==> src/rtl/dma_write_engine_if.sv <==
// Handshake bundles for the DMA write engine: write-command channel and write-data stream.

interface axis_mem_cmd_if;
  logic        valid;
  logic        ready;
  logic [63:0] address;
  logic [31:0] length;

  modport master (output valid, output address, output length, input ready);
  modport slave  (input valid, input address, input length, output ready);
endinterface

interface axi_stream_if #(
  parameter int unsigned DATA_BYTES = 64
);
  localparam int unsigned DATA_W = DATA_BYTES * 8;

  logic                  valid;
  logic                  ready;
  logic [DATA_W-1:0]     data;
  logic [DATA_BYTES-1:0] keep;
  logic                  last;

  modport master (output valid, output data, output keep, output last, input ready);
  modport slave  (input valid, input data, input keep, input last, output ready);
endinterface

==> src/rtl/dma_write_engine.sv <==
// DMA write initiator: splits a host region into chunk commands, streams a counting
// pattern per command, and reports commands/beats/elapsed cycles.

module dma_write_engine #(
  parameter int unsigned DATA_BYTES = 64
) (
  input  logic               clk,
  input  logic               rstn,
  axis_mem_cmd_if.master     m_axis_dma_write_cmd,
  axi_stream_if.master       m_axis_dma_write_data,
  input  logic [15:0][31:0]  control_reg,
  output logic [7:0][31:0]   status_reg
);

  localparam int unsigned DATA_W = DATA_BYTES * 8;
  localparam int unsigned WORDS  = DATA_BYTES / 4;
  localparam int unsigned OFS_W  = $clog2(DATA_BYTES);

  typedef enum logic [1:0] {IDLE, CMD, DATA, DONE} state_t;

  state_t                state_q, state_d;
  logic                  start_prev_q;
  logic [63:0]           addr_q, addr_d;
  logic [31:0]           remaining_q, remaining_d;
  logic [31:0]           chunk_q, chunk_d;
  logic [31:0]           seed_q, seed_d;
  logic [OFS_W-1:0]      cur_rem_q, cur_rem_d;
  logic [31:0]           beats_q, beats_d;
  logic [31:0]           beat_idx_q, beat_idx_d;
  logic [31:0]           cmds_q, cmds_d;
  logic [31:0]           beats_total_q, beats_total_d;
  logic [31:0]           elapsed_q, elapsed_d;
  logic                  busy_q, busy_d;
  logic                  done_q, done_d;
  logic                  cmd_valid_q, cmd_valid_d;
  logic [63:0]           cmd_addr_q, cmd_addr_d;
  logic [31:0]           cmd_len_q, cmd_len_d;
  logic                  data_valid_q, data_valid_d;
  logic [DATA_W-1:0]     data_q, data_d;
  logic [DATA_BYTES-1:0] keep_q, keep_d;
  logic                  last_q, last_d;
  logic                  start_edge_c;
  logic                  next_last_c;
  logic                  first_last_c;
  logic                  unused_ctrl;

  function automatic logic [31:0] min32(input logic [31:0] a, input logic [31:0] b);
    min32 = (a < b) ? a : b;
  endfunction

  // Partial final beat keeps only the bytes that belong to the command.
  function automatic logic [DATA_BYTES-1:0] keep_for(input logic [OFS_W-1:0] rem,
                                                     input logic final_beat);
    if (final_beat && rem != '0) keep_for = (DATA_BYTES'(1) << rem) - DATA_BYTES'(1);
    else                         keep_for = '1;
  endfunction

  function automatic logic [DATA_W-1:0] beat_data(input logic [31:0] w);
    beat_data = {WORDS{w}};
  endfunction

  assign start_edge_c = control_reg[7][1] & ~start_prev_q;
  assign first_last_c = (cmd_len_q <= 32'(DATA_BYTES));
  assign next_last_c  = (beat_idx_q + 32'd2 == beats_q);
  assign unused_ctrl  = ^{control_reg[15:8], control_reg[7][31:2], control_reg[7][0],
                          control_reg[3:2]};

  // State and datapath registers.
  always_ff @(posedge clk or negedge rstn) begin
    if (!rstn) begin
      state_q       <= IDLE;
      start_prev_q  <= 1'b0;
      addr_q        <= '0;
      remaining_q   <= '0;
      chunk_q       <= '0;
      seed_q        <= '0;
      cur_rem_q     <= '0;
      beats_q       <= '0;
      beat_idx_q    <= '0;
      cmds_q        <= '0;
      beats_total_q <= '0;
      elapsed_q     <= '0;
      busy_q        <= 1'b0;
      done_q        <= 1'b0;
      cmd_valid_q   <= 1'b0;
      cmd_addr_q    <= '0;
      cmd_len_q     <= '0;
      data_valid_q  <= 1'b0;
      data_q        <= '0;
      keep_q        <= '0;
      last_q        <= 1'b0;
    end else begin
      state_q       <= state_d;
      start_prev_q  <= control_reg[7][1];
      addr_q        <= addr_d;
      remaining_q   <= remaining_d;
      chunk_q       <= chunk_d;
      seed_q        <= seed_d;
      cur_rem_q     <= cur_rem_d;
      beats_q       <= beats_d;
      beat_idx_q    <= beat_idx_d;
      cmds_q        <= cmds_d;
      beats_total_q <= beats_total_d;
      elapsed_q     <= elapsed_d;
      busy_q        <= busy_d;
      done_q        <= done_d;
      cmd_valid_q   <= cmd_valid_d;
      cmd_addr_q    <= cmd_addr_d;
      cmd_len_q     <= cmd_len_d;
      data_valid_q  <= data_valid_d;
      data_q        <= data_d;
      keep_q        <= keep_d;
      last_q        <= last_d;
    end
  end

  // Next-state and next-output logic; outputs are registered one cycle ahead.
  always_comb begin
    state_d       = state_q;
    addr_d        = addr_q;
    remaining_d   = remaining_q;
    chunk_d       = chunk_q;
    seed_d        = seed_q;
    cur_rem_d     = cur_rem_q;
    beats_d       = beats_q;
    beat_idx_d    = beat_idx_q;
    cmds_d        = cmds_q;
    beats_total_d = beats_total_q;
    elapsed_d     = elapsed_q;
    busy_d        = busy_q;
    done_d        = done_q;
    cmd_valid_d   = cmd_valid_q;
    cmd_addr_d    = cmd_addr_q;
    cmd_len_d     = cmd_len_q;
    data_valid_d  = data_valid_q;
    data_d        = data_q;
    keep_d        = keep_q;
    last_d        = last_q;

    // Empty-transfer DONE visit is bookkeeping only, not transfer time.
    if (busy_q && state_q != DONE && elapsed_q != '1) elapsed_d = elapsed_q + 32'd1;

    case (state_q)
      IDLE: begin
        if (start_edge_c) begin
          addr_d        = {control_reg[1], control_reg[0]};
          remaining_d   = control_reg[4];
          chunk_d       = control_reg[6];
          seed_d        = control_reg[5];
          cmds_d        = '0;
          beats_total_d = '0;
          elapsed_d     = '0;
          done_d        = 1'b0;
          busy_d        = 1'b1;
          if (control_reg[4] == '0 || control_reg[6] == '0) begin
            state_d = DONE;
          end else begin
            state_d     = CMD;
            cmd_valid_d = 1'b1;
            cmd_addr_d  = {control_reg[1], control_reg[0]};
            cmd_len_d   = min32(control_reg[6], control_reg[4]);
          end
        end
      end
      CMD: begin
        if (m_axis_dma_write_cmd.ready) begin
          cur_rem_d    = cmd_len_q[OFS_W-1:0];
          beats_d      = 32'((33'(cmd_len_q) + 33'(DATA_BYTES - 1)) >> OFS_W);
          beat_idx_d   = '0;
          addr_d       = addr_q + 64'(chunk_q);
          remaining_d  = remaining_q - cmd_len_q;
          cmds_d       = cmds_q + 32'd1;
          cmd_valid_d  = 1'b0;
          data_valid_d = 1'b1;
          data_d       = beat_data(seed_q + beats_total_q);
          last_d       = first_last_c;
          keep_d       = keep_for(cmd_len_q[OFS_W-1:0], first_last_c);
          state_d      = DATA;
        end
      end
      DATA: begin
        if (m_axis_dma_write_data.ready) begin
          beats_total_d = beats_total_q + 32'd1;
          beat_idx_d    = beat_idx_q + 32'd1;
          if (last_q) begin
            data_valid_d = 1'b0;
            data_d       = '0;
            keep_d       = '0;
            last_d       = 1'b0;
            if (remaining_q != '0) begin
              state_d     = CMD;
              cmd_valid_d = 1'b1;
              cmd_addr_d  = addr_q;
              cmd_len_d   = min32(chunk_q, remaining_q);
            end else begin
              state_d = DONE;
              busy_d  = 1'b0;
              done_d  = 1'b1;
            end
          end else begin
            data_d = beat_data(seed_q + beats_total_q + 32'd1);
            last_d = next_last_c;
            keep_d = keep_for(cur_rem_q, next_last_c);
          end
        end
      end
      DONE: begin
        busy_d  = 1'b0;
        done_d  = 1'b1;
        state_d = IDLE;
      end
      default: state_d = IDLE;
    endcase
  end

  assign m_axis_dma_write_cmd.valid   = cmd_valid_q;
  assign m_axis_dma_write_cmd.address = cmd_addr_q;
  assign m_axis_dma_write_cmd.length  = cmd_len_q;
  assign m_axis_dma_write_data.valid  = data_valid_q;
  assign m_axis_dma_write_data.data   = data_q;
  assign m_axis_dma_write_data.keep   = keep_q;
  assign m_axis_dma_write_data.last   = last_q;

  // Status word map; unused words read as zero.
  always_comb begin
    status_reg    = '0;
    status_reg[0] = {30'd0, done_q, busy_q};
    status_reg[1] = cmds_q;
    status_reg[2] = beats_total_q;
    status_reg[3] = elapsed_q;
  end

endmodule
==> src/flat_wrapper.sv <==
// flat-port wrapper written by rule: the top's interface ports become plain ports
module dma_write_engine_flat 
#(
  parameter int unsigned DATA_BYTES = 64
)
  (clk, rstn, control_reg, status_reg, m_axis_dma_write_cmd_valid, m_axis_dma_write_cmd_address, m_axis_dma_write_cmd_length, m_axis_dma_write_cmd_ready, m_axis_dma_write_data_valid, m_axis_dma_write_data_data, m_axis_dma_write_data_keep, m_axis_dma_write_data_last, m_axis_dma_write_data_ready);
  axis_mem_cmd_if m_axis_dma_write_cmd_i ();
  axi_stream_if #(.DATA_BYTES(DATA_BYTES)) m_axis_dma_write_data_i ();
  input  logic clk;
  input  logic rstn;
  input  logic [15:0][31:0] control_reg;
  output logic [7:0][31:0] status_reg;
  output wire logic [$bits(m_axis_dma_write_cmd_i.valid)-1:0] m_axis_dma_write_cmd_valid;
  output wire logic [$bits(m_axis_dma_write_cmd_i.address)-1:0] m_axis_dma_write_cmd_address;
  output wire logic [$bits(m_axis_dma_write_cmd_i.length)-1:0] m_axis_dma_write_cmd_length;
  input wire logic [$bits(m_axis_dma_write_cmd_i.ready)-1:0] m_axis_dma_write_cmd_ready;
  output wire logic [$bits(m_axis_dma_write_data_i.valid)-1:0] m_axis_dma_write_data_valid;
  output wire logic [$bits(m_axis_dma_write_data_i.data)-1:0] m_axis_dma_write_data_data;
  output wire logic [$bits(m_axis_dma_write_data_i.keep)-1:0] m_axis_dma_write_data_keep;
  output wire logic [$bits(m_axis_dma_write_data_i.last)-1:0] m_axis_dma_write_data_last;
  input wire logic [$bits(m_axis_dma_write_data_i.ready)-1:0] m_axis_dma_write_data_ready;
  assign m_axis_dma_write_cmd_valid = m_axis_dma_write_cmd_i.valid;
  assign m_axis_dma_write_cmd_address = m_axis_dma_write_cmd_i.address;
  assign m_axis_dma_write_cmd_length = m_axis_dma_write_cmd_i.length;
  assign m_axis_dma_write_cmd_i.ready = m_axis_dma_write_cmd_ready;
  assign m_axis_dma_write_data_valid = m_axis_dma_write_data_i.valid;
  assign m_axis_dma_write_data_data = m_axis_dma_write_data_i.data;
  assign m_axis_dma_write_data_keep = m_axis_dma_write_data_i.keep;
  assign m_axis_dma_write_data_last = m_axis_dma_write_data_i.last;
  assign m_axis_dma_write_data_i.ready = m_axis_dma_write_data_ready;
  dma_write_engine #(.DATA_BYTES(DATA_BYTES)) u_core (.clk(clk), .rstn(rstn), .m_axis_dma_write_cmd(m_axis_dma_write_cmd_i), .m_axis_dma_write_data(m_axis_dma_write_data_i), .control_reg(control_reg), .status_reg(status_reg));
endmodule
==> config.mk <==
export PLATFORM = sky130hd
export DESIGN_NAME = dma_write_engine_flat
export DESIGN_NICKNAME = d
export VERILOG_FILES = /design/src/rtl/dma_write_engine_if.sv /design/src/rtl/dma_write_engine.sv /design/src/flat_wrapper.sv
export SDC_FILE = /design/constraint.sdc
export NUM_CORES = 2
export LEC_CHECK = 0
export BUFFER_PORTS_ARGS = -buffer_cell sky130_fd_sc_hd__buf_2
export CAP_MARGIN = 5
export CORE_AREA = 8 8 558 560
export CTS_CLUSTER_DIAMETER = 120
export DETAILED_ROUTE_END_ITERATION = 10
export DIE_AREA = 0 0 566 568
export HOLD_SLACK_MARGIN = 0.15
export SLEW_MARGIN = 0
export SYNTH_ARGS = -nofsm -noshare
export SYNTH_HDL_FRONTEND = slang
export SYNTH_SLANG_ARGS = --single-unit
==> constraint.sdc <==
create_clock -name clk -period 4.7 [get_ports clk]
set_input_delay 0.94 -clock clk [delete_from_list [all_inputs] [get_ports clk]]
set_output_delay 0.94 -clock clk [all_outputs]
set_load 0.1 [all_outputs]
==> results.txt <==
Die H = 568 um
clock-pin slew on the worst setup and hold paths = 60 ps
# hold bufs at CTS = 0
cell taking the most area after synthesis = dfrtp_1
Max Slew Vio Count = 0
clk_skew = 49.5 ps
number of global-route vias before repair = 34,900
top post-synthesis cells by area = dfrtp_1 33%, buf_4 12%, nand2_1 5.7%
Multi-input gate area = 0.0208 mm^2
Critical Path End Type = flop
fillers = 34,400
Crit Path Max Fanout = 13
RSZ-0062 raised after global routing = no
Worst slew margin = 0.154
share of cells above drive strength 1 = 0.237
die width = 566 um
register area = 0.0130 mm^2
number of DRC violations after detailed routing = 0
setup total negative slack = 0 ps
crit path kind = reg2reg
Post-synth EDFFs = 0
H-tree level count = 3
count leader, synth = buf_4
Fmax = 234 MHz
core region area = 0.302 mm^2
synth cell count leaders = 642 x buf_4, 598 x nand2_1, 521 x dfrtp_1, 350 x o21ai_0, 308 x nor2_1
first-pass GRT wire length = 268,000 um
CTS max path bufs = 3
final period utilization = 0.908
maximum capacitance violations = 0
post-synth cell types = 104
Hold Crit Class = in2async
Final setup viols = 0
Synth warnings = 0
syn avg cell area = 8.33 um^2
postcts setup bufs = 0
Die ar. = 0.321 mm^2
wirelength, routed = 193,000 um
post-synth top area share = 0.332
largest net degree at the start of global routing = 89
Syn Std Cell Area = 0.0393 mm^2
dpl hpwl = 157,000 um
Root Driver = clkbuf_16
Syn Inst Count = 4,720
clock sink count = 521
# resized after CTS = 0
Detailed Route Iter0 Violations = 3,101
Final min period = 4270 ps
Main synth FF type = dfrtp_1
later-pin clock latency in the skew report = 660 ps
CTS tree = built
asr flop ratio synth = 1.00
WL/cell = 21.0 um
Nets = 5,815
Vias = 36,000
Pre-Repair DR Iteration Count = 6
routability cong. = 0.902
outcome = finished, final reports clean
fraction of the yosys area taken by sequential cells = 0.332
final hold violations = 0
io pins = 1,447
Area growth syn-to-layout = 20.3%
Initial Utilization = 0.130
IO buf count = 937
antenna violations before repair = 87
WP data arrival = 4780 ps
Worst Tran Pin Value = 1270 ps
CP required = 5210 ps
#FFs+latches synth = 521
DRT antenna net count = 0
GRT Total Usage = 0.113
vias per cell = 3.92
Num CTS Buffers = 68
Startpoint Class = flop
Row Count = 202
grt total ovfl = 0
-- layout by cell type, fill, tap and decap left out, types with 158 or more instances in the layout --
cell type	n
dfrtp_1	521
conb_1	158
nand2_1	596
a21oi_1	268
ha_1	167
mux2i_1	161
o21ai_0	350
nor2_1	300
buf_2	936
-- area by class of cell --
| class | instances | share of cell area |
|---|---|---|
| Multi-Input combinational cell | 3355 | 0.440 |
| Tap cell | 3978 | 0.105 |
| Clock inverter | 28 | 0.00815 |
| Antenna cell | 26 | 0.00138 |
| Sequential cell | 521 | 0.276 |
| Timing Repair Buffer | 1043 | 0.118 |
| Clock buffer | 95 | 0.0402 |
| Inverter | 138 | 0.0109 |
-- through the flow --
stage / hold slack (ps) / util / instances / cell area [um^2] / setup WS (ps)
final: 324 / 0.157 / 9184 / 47300 / 433
after global routing: 354 / 0.156 / 9164 / 47300 / 148
after CTS: 322 / 0.156 / 9158 / 47200 / 511
after detailed placement: 465 / 0.149 / 9035 / 45000 / 509
after global placement: 464 / 0.149 / 9035 / 44900 / 249
after floorplan: 450 / - / 4877 / 39900 / 346
-- routing by layer --
layer	track usage	wire, um
met5	0	51
met4	0.0521	10100
met3	0.0378	17500
met2	0.179	85600
met1	0.139	79900
-- registers in the layout, indices dropped and copies added (netlist names), 2 cells and up --
signal,count
u_core.m_axis_dma_write_cmd.address,64
u_core.beats_q,27
u_core.m_axis_dma_write_data.keep,64
u_core.cur_rem_q,6
u_core.seed_q,32
u_core.cmds_q,32
u_core.chunk_q,32
u_core.beats_total_q,32
u_core.state_q,2
u_core.elapsed_q,32
u_core.addr_q,64
u_core.m_axis_dma_write_cmd.length,32
u_core.remaining_q,32
u_core.m_axis_dma_write_data.data,32
u_core.beat_idx_q,32
-- cell families (layout without fill, tap and decap cells) --
| logic type | Yosys count | in the layout | synth area share |
|---|---|---|---|
| simple gates | 1495 | 1495 | 0.178 |
| compound gates | 1088 | 1088 | 0.173 |
| buf+inv | 1001 | 1304 | 0.157 |
| flops | 521 | 521 | 0.332 |
| xor+xnor | 272 | 272 | 0.0606 |
| fa+ha+maj | 172 | 172 | 0.0553 |
| mux | 170 | 170 | 0.0436 |
| other cells | 1 | 184 | 0.0000954 |
-- path summary, 6_finish.rpt --
kind / start / endpoint / slack [ps] / cells past startpoint
setup / recovery: u_core.m_axis_dma_write_cmd.length[1] / u_core.remaining_q[30] / 430 / 13
hold / removal: rstn / u_core.elapsed_q[25] / 320 / 1
setup reg to reg: u_core.m_axis_dma_write_cmd.length[1] / u_core.remaining_q[30] / 430 / 13
hold reg to reg: u_core.m_axis_dma_write_cmd.address[59] / u_core.m_axis_dma_write_cmd.address[59] / 480 / 2
max in group asynchronous: rstn / u_core.chunk_q[12] / 3250 / 2
min in group clk: control_reg[225] / u_core.start_prev_q / 460 / 1
-- worst max-delay path, cell delays in order (launching register included) --
cell and delay (ps):
dfrtp_1 800, fa_1 350, nor2b_1 60, o21a_1 180, o21ai_0 350, a21oi_1 230
a2111oi_0 580, buf_4 210, o211a_1 220, nor4_1 90, a2111oi_2 550, o21ai_0 220
xnor2_1 210, o21ai_0 100
Power is not shown: default switching activity piles up to over one toggle a cycle in this logic, so the estimate is an artifact.
